--- src/rtl/sc_pointtype_sequencer.sv ---
// Control sequencer for the point-type register: clear/load strobes, paced
// left/right rotates from the buttons, level tracking, and game-over/win stops.
module sc_pointtype_sequencer #(
  parameter int unsigned TICK_DIV    = 25000000,
  parameter int unsigned LEVEL_WIDTH = 4,
  parameter int unsigned MAX_LEVEL   = 9
) (
  input  logic                   SC_SEQ_CLOCK_50,
  input  logic                   SC_SEQ_RESET_InLow,
  input  logic                   SC_SEQ_start_InLow,
  input  logic                   SC_SEQ_left_InLow,
  input  logic                   SC_SEQ_right_InLow,
  input  logic                   SC_SEQ_collision_InLow,
  input  logic                   SC_SEQ_nest_reached_InLow,
  output logic                   SC_SEQ_clear_OutLow,
  output logic                   SC_SEQ_load0_OutLow,
  output logic                   SC_SEQ_load1_OutLow,
  output logic [1:0]             SC_SEQ_shiftselection_OutBUS,
  output logic [LEVEL_WIDTH-1:0] SC_SEQ_level_OutBUS,
  output logic [2:0]             SC_SEQ_state_OutBUS,
  output logic                   SC_SEQ_gameover_OutHigh,
  output logic                   SC_SEQ_win_OutHigh
);

  localparam int unsigned            PW        = (TICK_DIV > 2) ? $clog2(TICK_DIV) : 1;
  localparam logic [PW-1:0]          TICK_LAST = PW'(TICK_DIV - 1);
  localparam logic [LEVEL_WIDTH-1:0] LEVEL_MAX = LEVEL_WIDTH'(MAX_LEVEL);

  typedef enum logic [2:0] {
    S_IDLE     = 3'd0,
    S_CLEAR    = 3'd1,
    S_LOAD0    = 3'd2,
    S_RUN      = 3'd3,
    S_SHIFT    = 3'd4,
    S_LOAD1    = 3'd5,
    S_GAMEOVER = 3'd6,
    S_WIN      = 3'd7
  } state_t;

  state_t                 r_state, w_state_next;
  logic [PW-1:0]          r_presc, w_presc_next;
  logic [LEVEL_WIDTH-1:0] r_level, w_level_next;
  logic                   r_dir_right, w_dir_right_next;
  logic                   w_tick;
  logic                   w_one_button;
  logic                   w_in_play, w_next_in_play;

  assign w_tick         = (r_presc == TICK_LAST);
  assign w_one_button   = SC_SEQ_left_InLow ^ SC_SEQ_right_InLow;
  assign w_in_play      = (r_state == S_RUN) || (r_state == S_SHIFT);
  assign w_next_in_play = (w_state_next == S_RUN) || (w_state_next == S_SHIFT);

  always_ff @(posedge SC_SEQ_CLOCK_50 or negedge SC_SEQ_RESET_InLow) begin
    if (!SC_SEQ_RESET_InLow) begin
      r_state     <= S_IDLE;
      r_presc     <= '0;
      r_level     <= '0;
      r_dir_right <= 1'b0;
    end else begin
      r_state     <= w_state_next;
      r_presc     <= w_presc_next;
      r_level     <= w_level_next;
      r_dir_right <= w_dir_right_next;
    end
  end

  always_comb begin
    w_state_next     = r_state;
    w_level_next     = r_level;
    w_dir_right_next = r_dir_right;
    case (r_state)
      S_IDLE: begin
        if (!SC_SEQ_start_InLow) w_state_next = S_CLEAR;
      end
      S_CLEAR: begin
        w_state_next = S_LOAD0;
        w_level_next = '0;
      end
      S_LOAD0: begin
        w_state_next = S_RUN;
      end
      S_RUN, S_SHIFT: begin
        // SHIFT lasts one cycle, but collision/nest still pre-empt the return to RUN
        w_state_next = S_RUN;
        if (!SC_SEQ_collision_InLow) begin
          w_state_next = S_GAMEOVER;
        end else if (!SC_SEQ_nest_reached_InLow) begin
          if (r_level == LEVEL_MAX) begin
            w_state_next = S_WIN;
          end else begin
            w_level_next = r_level + LEVEL_WIDTH'(1);
            w_state_next = S_LOAD1;
          end
        end else if ((r_state == S_RUN) && w_tick && w_one_button) begin
          w_state_next     = S_SHIFT;
          w_dir_right_next = ~SC_SEQ_right_InLow;
        end
      end
      S_LOAD1: begin
        w_state_next = S_RUN;
      end
      S_GAMEOVER, S_WIN: begin
        if (!SC_SEQ_start_InLow) begin
          w_state_next = S_CLEAR;
          w_level_next = '0;
        end
      end
      default: begin
        w_state_next = S_IDLE;
      end
    endcase

    // Prescaler only runs while play continues; any other state pins it at zero
    w_presc_next = '0;
    if (w_in_play && w_next_in_play) begin
      w_presc_next = w_tick ? '0 : r_presc + PW'(1);
    end
  end

  always_comb begin
    SC_SEQ_clear_OutLow          = (r_state != S_CLEAR);
    SC_SEQ_load0_OutLow          = (r_state != S_LOAD0);
    SC_SEQ_load1_OutLow          = (r_state != S_LOAD1);
    SC_SEQ_shiftselection_OutBUS = 2'b00;
    if (r_state == S_SHIFT) begin
      SC_SEQ_shiftselection_OutBUS = r_dir_right ? 2'b10 : 2'b01;
    end
    SC_SEQ_level_OutBUS     = r_level;
    SC_SEQ_state_OutBUS     = r_state;
    SC_SEQ_gameover_OutHigh = (r_state == S_GAMEOVER);
    SC_SEQ_win_OutHigh      = (r_state == S_WIN);
  end

endmodule

--- config.mk ---
export PLATFORM = sky130hd
export DESIGN_NAME = sc_pointtype_sequencer
export DESIGN_NICKNAME = d
export VERILOG_FILES = /design/src/rtl/sc_pointtype_sequencer.sv
export SDC_FILE = /design/constraint.sdc
export NUM_CORES = 1
export LEC_CHECK = 0
export CORE_UTILIZATION = 45
export DETAILED_ROUTE_END_ITERATION = 8
export MAX_ROUTING_LAYER = met4
export PLACE_DENSITY_LB_ADDON = 0.3
export SYNTH_ARGS = -nofsm -noshare
export SYNTH_HDL_FRONTEND = slang
export SYNTH_SLANG_ARGS = --single-unit
--- constraint.sdc ---
create_clock -name SC_SEQ_CLOCK_50 -period 3.3 [get_ports SC_SEQ_CLOCK_50]
set_input_delay 0.66 -clock SC_SEQ_CLOCK_50 [delete_from_list [all_inputs] [get_ports SC_SEQ_CLOCK_50]]
set_output_delay 0.66 -clock SC_SEQ_CLOCK_50 [all_outputs]
set_load 0.01 [all_outputs]
**Word-level counts from Yosys, hierarchy flattened**

Index checks and enable logic that the tools add are counted.

- Bits in latches: 0
- Output and inout bits: 14
- Word-level logic and storage cells: 54
- Memories: 0
- Bits in writable memories: 0
- Register bits after elaboration: 33
- Input port bits: 7
- Bits in read-only memories: 0

- Reduce and logical (&&, ||, !) cells: 13
- Multiplexer cells: 15
- $add $sub $neg: 2
- Bitwise operators: 2
- Multipliers: 0
- Div/mod/pow operators: 0
- Shift-type cells: 0
- Order comparisons: 0
- Equality and inequality tests: 18

Operator list:

| cell | number |
|---|---|
| $mux 25 | 2 |
| $add 25x1->25 const B | 1 |
| $eq 25x25->1 const B | 1 |
| $mux 4 | 4 |
| $eq 3x3->1 const B | 5 |
| $mux 3 | 4 |
| $pmux 3 s4 | 1 |
| $pmux 4 s3 | 1 |
| $eq 3x2->1 const B | 3 |
| $ne 2x2->1 const B | 4 |
| $mux 2 | 3 |
| $reduce_or 2->1 | 3 |
| $reduce_and 5->1 | 1 |
| $add 4x1->4 const B | 1 |
| $eq 4x4->1 const B | 1 |
| $reduce_and 4->1 | 1 |
| $eq 3x1->1 const B | 1 |
| $logic_and 1x1->1 | 3 |
| $logic_not 3->1 | 1 |
| $ne 3x1->1 const B | 1 |
| $ne 3x2->1 const B | 1 |
| $ne 3x3->1 const B | 1 |
| $reduce_bool 3->1 | 1 |
| $reduce_or 3->1 | 1 |
| 3 further kinds | 4 |

**Logic depth before layout (Yosys ltp)**

- Word-level depth: 11
- Gate-level depth with buffers: 8
- Depth with buffers taken out: 7

**Worst setup path before layout**

OpenSTA, ideal clock, no wires.

- Path type: reg-to-reg
- Start point: register r_presc[0]
- End point: register r_presc[13]
- Clock period less this slack: 2.148 ns
- Arrival: 2.009 ns
- Data required time: 3.161 ns
- Slack: 1.152 ns
- Cell stages (with the launch flop): 8
- Library setup time: 0.139 ns
- Cell sequence: dfrtp_1 -> ha_1 -> inv_1 -> or4_4 -> or3_4 -> a211oi_2 -> buf_6 -> a311oi_1

- Longest elaborated chain between the ends: 11
- Elaborated cells on any way between the ends: 14
- Classes of those cells: add/sub (1); eq/ne (3); mux (6); reduce/logical (4)

Ends and longest elaborated chain:

| item | RTL line | RTL |
|---|---|---|
| from (decl) | 41 | `logic [PW-1:0] r_presc, w_presc_next;` |
| from (signal assigned) | 61 | `r_presc <= w_presc_next;` |
| $eq 25x25->1 | 48 | `assign w_tick = (r_presc == TICK_LAST);` |
| $logic_and 1x1->1 (2 in series) | 94 | `end else if ((r_state == S_RUN) && w_tick && w_one_button) begin` |
| $mux 3 | 94 |  |
| $mux 3 | 87 | `end else if (!SC_SEQ_nest_reached_InLow) begin` |
| $mux 3 | 85 | `if (!SC_SEQ_collision_InLow) begin` |
| $pmux 3 s4 | 71 | `case (r_state)` |
| $eq 3x2->1 or $eq 3x3->1 (tied branches) | 51 | `assign w_next_in_play = (w_state_next == S_RUN) \|\| (w_state_next == S_SHIFT);` |
| $logic_or 1x1->1 | 51 |  |
| $logic_and 1x1->1 | 115 | `if (w_in_play && w_next_in_play) begin` |
| $mux 25 * | 115 |  |
| via w_presc_next[13] | 41 |  |

The timed path passes the listed nets; every way through them passes the cells marked *.
A chain may end at the register's enable or synchronous reset.

**Worst setup path after layout**

- Start point: input port SC_SEQ_nest_reached_InLow
- End point: register r_presc[20]

- Longest elaborated chain between the ends: 7
- Elaborated cells on any way between the ends: 8
- Classes of those cells: eq/ne (2); mux (4); reduce/logical (2)

Ends and longest elaborated chain:

| item | RTL line | RTL |
|---|---|---|
| from (decl) | 14 | `input logic SC_SEQ_nest_reached_InLow,` |
| $mux 3 * | 87 |  |
| $mux 3 * | 85 |  |
| $pmux 3 s4 * | 71 |  |
| $eq 3x2->1 or $eq 3x3->1 (tied branches) | 51 |  |
| $logic_or 1x1->1 * | 51 |  |
| $logic_and 1x1->1 * | 115 |  |
| $mux 25 * | 115 |  |
| via w_presc_next[20] | 41 |  |

Marks and branches as above.

==> qor.yml <==
regArea_um2: 825.8
multi_input_area_um2: 1065
final_util_pct: 56.00
finalPower_mw: 1.254
start_util_pct: 48.10
hpwlAfterDp_um: 2778
cts.path.max_buffers: 2
tightest_slew_ps: 985.7
place.gp.congestion: 0.8115
cts.sinks: 33
cts_root_buffer: "clkbuf_8"
vias: 1648
cp_top_family: "compound AO/OA/AOI/OAI gates"
layout.nets: 250
cts_hold_buf: 0
layout_common_cells: "33 x dfrtp_1, 27 x nor2_1, 20 x clkdlybuf4s50_1"
fin_skew_ps: 6.692
post_dp_cell_area_um2: 2202
yosysTopAreaCell: "dfrtp_1"
place_ws_ps: 360.6
p_leak_nw: 0.8760
cts.clk_slew.worst_paths_ps: 60
post-route-drc-count: 0
fmaxAchievable_mhz: 380.9
synthArstFlopShare_pct: 100.0
layoutNonFillerInstCount: 290
antenna_left: 0
syn_nets: 229
cp-start-kind: "input port"
finalSetupViolCount: 0
muxShareOfSynthArea_pct: 0
drv_slew: 0
synthAdderAreaFrac_pct: 1.910
ys_ff_latch: 33
path_buf_inv: 1
min_period_ps: 2626
post_cts_buffers: 0
ys_seq_area_share_pct: 42.01
fin_crit_sh_pct: 79.57
critPathMaxFanout: 13
grt_pass1_vias: 1462
die_h_um: 68.09
worst-setup-path-type: "in -> reg"
syn_avg_cell_area_um2: 8.976
crit_top_cell: "nor2_1"
synth_top_family_by_area: "simple AND/OR/NAND/NOR gates"
crit_required_ps: 3450
synth_top_area_share_pct: 42.01
dpl.cell_count: 283
die_w_um: 68.09
path_cells: "clkdlybuf4s50_1 -> nand2b_1 -> nor2_1 -> o21bai_1 -> a211o_1 -> nor2_1"
ys_top_cells_by_area: "dfrtp_1 42%, xnor2_1 5.8%, nor2_1 5.2%, nor3_1 3.8%, xor2_1 3.1%"
drt_iter0_drc: 90
cp.arrival_ps: 2780
synth_cells: 219
netlist_area_um2: 1966
synth_xor_area_share_pct: 8.912
whs_ps: 482.7
grt-ovfl-total: 0
use_met2_pct: 30.27
grt_max_degree: 34
grt_pass1_wl_um: 6465
area_delta_synth_final_pct: 16.42
ys_warn_count: 0
fin_area_um2: 2288
hold_violations: 0
grt.total_usage_pct: 19.78
grt-busiest-layer: "met2"
slew_headroom_pct: 34.15
yosys.area_share.simple_pct: 31.32
max_stage_delay_ps: 770
antenna_found_initial: 0
synth.distinct_cells: 52
cp-end-kind: "flop"
insertion_delay_ps: 290
fillers: 367
num_rows: 23
grt_setup_unrepaired: "false"
timing.final.ws_setup_ps: 674.3
route.detailed.wl_per_inst_um: 13.24
routed_wl_um: 3841
gr-usage-met3_pct: 5.000
hp-class: "reg -> reg"
cp_slowest_cell: "o21bai_1"
mostFrequentLayoutCell: "dfrtp_1"
drive_gt1_share_pct: 7.917
ys.flop_type: "dfrtp_1"
post_cts_resized: 0
dr.pass1.iters: 4
dieArea_um2: 4636
cts_tree: "yes"
synth_compound_gate_area_share_pct: 12.03
setup_tns_ps: 0
cap_violations: 0
diodes: 0
via_per_inst: 5.683
grtUsageMet1_pct: 24.66
h-tree-depth: 2
synth_edf_count: 0
portBuffers: 20
cts_buffers: 5
status: "completed"
design.core.area_um2: 4086
num_io_pins: 21
p_per_area_nw_per_um2: 547.9
ir_drop_v: 0.0002221
==> report_power, final <==
part | internal (mW) | switching (mW) | total [mW]
clock | 0.165 | 0.141 | 0.306
combinational | 0.205 | 0.229 | 0.434
sequential | 0.440 | 0.0737 | 0.514
==> kinds of logic after synthesis <==
group,after synthesis
compound gates,33
simple gates,113
xor+xnor,20
buf+inv,17
flops,33
fa+ha+maj,3
==> final cells by class <==
cell class | instances | area share (%)
timing repair buffer | 22 | 9.404
multi-input combinational | 169 | 46.53
sequential | 33 | 36.09
inverter | 9 | 1.476
tap | 50 | 2.734
clock buffer | 7 | 3.773
==> worst reg2reg max path, stage by stage, from the launching register on <==
cell	delay (ps)
dfrtp_1	420
inv_1	70
ha_1	130
and3b_1	210
nor2_1	90
o21bai_1	770
a211o_1	480
nor2_1	110
==> synth_stat cells (all sizes together) (3+ instances only) <==
master   n
o21ai    7
nor2    27
nor3    16
nand2   15
nand2b   5
nor2b    4
xnor2   13
ha       3
and3     5
nand4    6
nor4     5
xor2     7
a21oi    7
or3      3
clkbuf   5
or4      3
nand3   11
inv      9
dfrtp   33
buf      3
==> flip-flops by register name (all words and copies together) (netlist names) <==
name and flops:
SC_SEQ_level_OutBUS 4, SC_SEQ_state_OutBUS 3, r_dir_right 1, r_presc 25
==> layer usage <==
layer / up-vias / wire (um)
met2: 42 / 1703
met3: 8 / 195
met1: 772 / 1847
met4: 0 / 94
met5: - / 0
li1: 826 / -
==> path summary, 6_finish.rpt <==
| kind | start | endpoint | slack, ps | cells after the start |
|---|---|---|---|---|
| setup / recovery | SC_SEQ_nest_reached_InLow | r_presc[20] | 670 | 6 |
| hold / removal | r_presc[0] | r_presc[0] | 480 | 1 |
| min in group asynchronous | SC_SEQ_RESET_InLow | SC_SEQ_level_OutBUS[2] | 770 | 2 |
| setup reg to reg | SC_SEQ_level_OutBUS[1] | r_presc[20] | 890 | 7 |
| max in group asynchronous | SC_SEQ_RESET_InLow | r_presc[18] | 2230 | 2 |
| hold reg to reg | r_presc[0] | r_presc[0] | 480 | 1 |
No activity file was read; power rests on OpenSTA's default activity.
